$ cat src/rtl/johnson_phase_sequencer.sv
// Johnson-counter phase sequencer: start/stop/hold control, per-run direction,
// run length in full rotations, and a binary/one-hot phase decode.
module johnson_phase_sequencer #(
    parameter  int N_STAGES = 4,
    parameter  int CYCLE_W  = 8,
    localparam int PHASE_W  = $clog2(2 * N_STAGES)
) (
    input  logic                  i_clk,
    input  logic                  i_rst,
    input  logic                  i_start,
    input  logic                  i_stop,
    input  logic                  i_hold,
    input  logic                  i_dir,
    input  logic [CYCLE_W-1:0]    i_num_cycles,
    output logic [N_STAGES-1:0]   o_count,
    output logic [PHASE_W-1:0]    o_phase_idx,
    output logic [2*N_STAGES-1:0] o_phase,
    output logic                  o_busy,
    output logic                  o_done,
    output logic [CYCLE_W-1:0]    o_cycles_done
);

    typedef enum logic [1:0] {
        S_IDLE = 2'd0,
        S_RUN  = 2'd1,
        S_DONE = 2'd2
    } state_t;

    state_t              r_state;
    logic [N_STAGES-1:0] r_count;
    logic [CYCLE_W-1:0]  r_cycles_done;
    logic [CYCLE_W-1:0]  r_num_cycles;
    logic                r_dir;
    logic                r_busy;
    logic                r_done;

    logic [N_STAGES-1:0]   w_fwd;
    logic [N_STAGES-1:0]   w_rev;
    logic [N_STAGES-1:0]   w_next;
    logic                  w_wrap;
    logic [CYCLE_W-1:0]    w_cyc_inc;
    logic [PHASE_W:0]      w_ones;
    logic [PHASE_W:0]      w_idx_full;
    logic [PHASE_W-1:0]    w_phase_idx;
    logic [2*N_STAGES-1:0] w_phase;

    assign w_fwd     = {r_count[N_STAGES-2:0], ~r_count[N_STAGES-1]};
    assign w_rev     = {~r_count[0], r_count[N_STAGES-1:1]};
    assign w_next    = r_dir ? w_rev : w_fwd;
    assign w_wrap    = (w_next == '0);
    assign w_cyc_inc = r_cycles_done + CYCLE_W'(1);

    // Johnson codes with MSB clear are the "filling" half; index = number of ones.
    always_comb begin
        w_ones = '0;
        for (int i = 0; i < N_STAGES; i++)
            w_ones = w_ones + (PHASE_W + 1)'(r_count[i]);
        w_idx_full  = r_count[N_STAGES-1] ? ((PHASE_W + 1)'(2 * N_STAGES) - w_ones) : w_ones;
        w_phase_idx = w_idx_full[PHASE_W-1:0];
        w_phase     = '0;
        w_phase[w_phase_idx] = 1'b1;
    end

    always_ff @(posedge i_clk) begin
        if (i_rst) begin
            r_state       <= S_IDLE;
            r_count       <= '0;
            r_cycles_done <= '0;
            r_num_cycles  <= '0;
            r_dir         <= 1'b0;
            r_busy        <= 1'b0;
            r_done        <= 1'b0;
        end else begin
            case (r_state)
                S_IDLE: begin
                    r_count <= '0;
                    r_done  <= 1'b0;
                    if (i_start && !i_stop) begin
                        r_state       <= S_RUN;
                        r_busy        <= 1'b1;
                        r_dir         <= i_dir;
                        r_num_cycles  <= i_num_cycles;
                        r_cycles_done <= '0;
                    end
                end
                S_RUN: begin
                    if (i_stop) begin
                        r_state <= S_IDLE;
                        r_busy  <= 1'b0;
                        r_count <= '0;
                    end else if (!i_hold) begin
                        r_count <= w_next;
                        if (w_wrap) begin
                            r_cycles_done <= w_cyc_inc;
                            if (r_num_cycles != '0 && w_cyc_inc == r_num_cycles) begin
                                r_state <= S_DONE;
                                r_busy  <= 1'b0;
                                r_done  <= 1'b1;
                            end
                        end
                    end
                end
                S_DONE: begin
                    r_state <= S_IDLE;
                    r_done  <= 1'b0;
                    r_count <= '0;
                end
                default: begin
                    r_state <= S_IDLE;
                    r_busy  <= 1'b0;
                    r_done  <= 1'b0;
                    r_count <= '0;
                end
            endcase
        end
    end

    assign o_count       = r_count;
    assign o_phase_idx   = w_phase_idx;
    assign o_phase       = w_phase;
    assign o_busy        = r_busy;
    assign o_done        = r_done;
    assign o_cycles_done = r_cycles_done;

endmodule
$ cat config.mk
export PLATFORM = sky130hd
export DESIGN_NAME = johnson_phase_sequencer
export DESIGN_NICKNAME = d
export VERILOG_FILES = /design/src/rtl/johnson_phase_sequencer.sv
export SDC_FILE = /design/constraint.sdc
export NUM_CORES = 1
export LEC_CHECK = 0
export CORE_MARGIN = 1.5
export CORE_UTILIZATION = 28
export CTS_BUF_LIST = sky130_fd_sc_hd__clkbuf_16
export DETAILED_ROUTE_END_ITERATION = 8
export PLACE_DENSITY_LB_ADDON = 0.08
export SLEW_MARGIN = 20
export SYNTH_ARGS = -nofsm -noshare
export SYNTH_HDL_FRONTEND = slang
export SYNTH_SLANG_ARGS = --single-unit
$ cat constraint.sdc
create_clock -name i_clk -period 2.4 [get_ports i_clk]
set_input_delay 0.48 -clock i_clk [delete_from_list [all_inputs] [get_ports i_clk]]
set_output_delay 0.48 -clock i_clk [all_outputs]
set_load 0.02 [all_outputs]
==> results.py <==
metrics = {
    "run_status": {
        "status": "finished, violations left",
        "violations": "setup timing",
    },
    "finish": {
        "nets": 263,
        "syn_to_final_growth_pct": 50.71,
        "drive_gt1_frac": 0.2346,
        "antennaDiodeCount": 0,
        "design_area_mm2": 0.002257,
        "final_core_util": 0.4391,
    },
    "timing": {
        "setup_viol": 10,
        "fmax_mhz": 339.7,
        "fin_skew_ns": 0.006208,
        "slew-limit-headroom": 0.6898,
        "finalHoldViolations": 0,
        "timing.final.ws_setup_ns": -0.5440,
        "rsz0062_at_grt": "yes",
        "worst_pin_slew_ns": 0.4636,
        "slew_viol_final": 0,
        "whs_ns": 0.4826,
        "min_period_ns": 2.944,
        "fin_crit_sh": 1.227,
    },
    "place": {
        "gp_congestion": 0.7117,
        "place_ws_ns": -0.7776,
        "placed_area_mm2": 0.002153,
        "dp_hpwl_um": 2982,
        "numPortBuffers": 38,
    },
    "logic_synthesis": {
        "synth-async-reset-ratio": 0,
        "synth_cells": 198,
        "synthTopCellsByArea": "dfxtp_1, a21oi_1, nand2_1",
        "syn_area_mm2": 0.001498,
        "ys_seq_elements": 25,
        "yosysSeqAreaShare": 0.3342,
        "synth-edff-count": 0,
        "yosys_warnings": 0,
        "synth_most_common_cell": "nand2_1",
        "syn-num-nets": 217,
        "synth_area_per_cell_um2": 7.564,
        "synth_common_cells": "nand2_1, nor2_1, dfxtp_1",
        "ys.flop_type": "dfxtp_1",
        "yosysTopAreaCell": "dfxtp_1",
        "synth.top_cell.area_share": 0.3342,
        "yosysUniqueCellTypes": 46,
    },
    "route": {
        "vias": 1520,
        "drtIter0Drc": 67,
        "first_pass_iters": 4,
        "via_per_inst": 4.856,
        "drc": 0,
        "wl_per_cell_um": 12.52,
        "totalWireLength_um": 3918,
        "postRouteAntennaNets": 0,
    },
    "floorplanning": {
        "fp-row-count": 26,
        "die_x_um": 76.14,
        "core_region_area_mm2": 0.005140,
        "io_pins": 39,
        "dieHeight_um": 76.14,
        "die_area_mm2": 0.005797,
        "start_util": 0.2914,
    },
    "min_path": {
        "hold_path.class": "reg2reg",
        "holdCritStartpoint": "r_num_cycles[3]",
    },
    "critical_path": {
        "worstSetupEndpointType": "output pin",
        "crit_arrival_ns": 2.46,
        "crit_path_end": "o_phase[4]",
        "worstSetupPathType": "reg2out",
        "rr_startpoint": "o_cycles_done[1]",
        "r2r_slack_ns": 0.40,
        "required_ns": 1.92,
        "start_kind": "flop",
        "reg2reg_depth": 6,
        "rr_endpoint": "o_busy",
        "crit_fanout": 3,
        "crit_start": "o_count[3]",
    },
    "clocking": {
        "path_clk_slew_ns": 0.07,
        "numCtsBuffers": 3,
        "cts.path.max_buffers": 2,
        "cts_sinks": 25,
        "hold_buffers": 0,
        "clkLatencyLatePin_ns": 0.26,
        "cts_tree": "yes",
        "clockRootBuffer": "clkbuf_16",
        "htree_levels": 1,
    },
    "global_routing": {
        "antenna_found_initial": 0,
        "grt_pass1_wl_um": 6837,
        "first_global_vias": 1452,
        "grt_max_degree": 20,
        "grt_use_total": 0.1411,
        "overflow": 0,
    },
    "power": {
        "combPwrFrac": 0.106,
        "ir_drop_v": 0.0002413,
        "p_sw_mw": 0.2056,
        "p_int_mw": 0.6926,
        "seqPwrFrac": 0.482,
        "p_per_area_mw_per_mm2": 398.0,
        "netSwitchingFraction": 0.2289,
        "leakage_nw": 0.7962,
        "clkPwrFrac": 0.412,
    },
    "flow_run": {
        "maxCapViolCount": 0,
    },
}
-- power groups by stage --
| stage | clock [mW] | combinational (mW) | sequential (mW) |
|---|---|---|---|
| after floorplan | 0 | 0.0542 | 0.440 |
| after global placement | 0 | 0.0946 | 0.442 |
| after detailed placement | 0 | 0.0948 | 0.442 |
| after CTS | 0.383 | 0.0960 | 0.433 |
| after global routing | 0.398 | 0.107 | 0.434 |
| final | 0.371 | 0.0951 | 0.433 |
-- through the flow --
stage | TNS (ns) | std cells | power [mW]
after floorplan | -2.713 | 198 | 0.4942
after global placement | -6.888 | 309 | 0.5369
after detailed placement | -7.082 | 309 | 0.5369
after CTS | -5.003 | 313 | 0.9115
after global routing | -5.672 | 313 | 0.9394
final | -4.899 | 313 | 0.8983
-- how the worst min path moves through the flow --
stage,to,slack [ns],cells past startpoint
2_1_floorplan,r_num_cycles[1],0.46,2
3_3_place_gp,o_done,0.45,1
3_5_place_dp,o_done,0.48,1
4_1_cts,r_num_cycles[3],0.49,2
5_1_grt,o_done,0.51,1
6_report,r_num_cycles[3],0.48,2
-- state kept, by name (all words and copies together), names as in the netlist --
| signal | count |
|---|---|
| r_num_cycles | 8 |
| o_count | 4 |
| o_done | 1 |
| r_state | 2 |
| o_cycles_done | 8 |
| o_busy | 1 |
| r_dir | 1 |
-- kinds of logic (layout without fill, tap and decap cells) --
| group | after synthesis | after routing | synth area share |
|---|---|---|---|
| buffers and inverters | 15 | 60 | 0.04427 |
| xor gates and xnor gates | 7 | 7 | 0.04094 |
| and+or+nand+nor | 96 | 96 | 0.3275 |
| adders and majority gates | 5 | 5 | 0.04679 |
| AOI/OAI and AO/OA | 47 | 47 | 0.1863 |
| DFF | 25 | 25 | 0.3342 |
| muxes | 3 | 3 | 0.02005 |
-- layout by cell type, fill, tap and decap left out, drive strengths merged, types with 2 or more instances in the layout --
master	instances
or2b	2
clkbuf	3
o21ai	12
nor3	7
nor2	26
nand3b	3
mux2i	3
xor2	2
nor3b	2
and2	3
nor4	3
nand2b	3
inv	7
ha	4
a211oi	3
nor2b	2
nand2	28
nand4	2
and2b	2
xnor2	5
o21a	2
clkdlybuf4s50	27
nand3	5
buf	23
a21oi	23
dfxtp	25
or3	3
-- worst max-delay path, cell delays in order (launching register included) --
cell	delay [ns]
dfxtp_4	0.35
fa_1	0.52
ha_4	0.19
ha_4	0.26
inv_4	0.03
ha_4	0.13
nand2b_4	0.15
xor2_4	0.16
buf_4	0.16
nor3_4	0.11
buf_6	0.13
-- timing repair --
action,4_1_cts,5_1_grt
pin swaps,7,1
endpoints found under the setup margin,11,11
gates resized for setup,65,5
buffers inserted,0,1
endpoints found under the hold margin,0,0
-- cell type report --
type,count,area [µm²]
Sequential cell,25,511.7
Inverter,6,32.53
Tap cell,70,87.58
Clock buffer,3,75.07
Clock inverter,1,3.754
Timing Repair Buffer,50,467.9
Multi-Input combinational cell,158,1079
Fill cell,543,2883
-- routing by layer --
layer | vias to the layer above | share of wire | GRT usage
met4 | 0 | 0.0071 | 0.02222
met3 | 4 | 0.036 | 0.02395
li1 | 781 | - | -
met5 | - | 0 | 0
met1 | 700 | 0.51 | 0.1843
met2 | 35 | 0.45 | 0.2477
No activity file was read; power rests on OpenSTA's default activity.
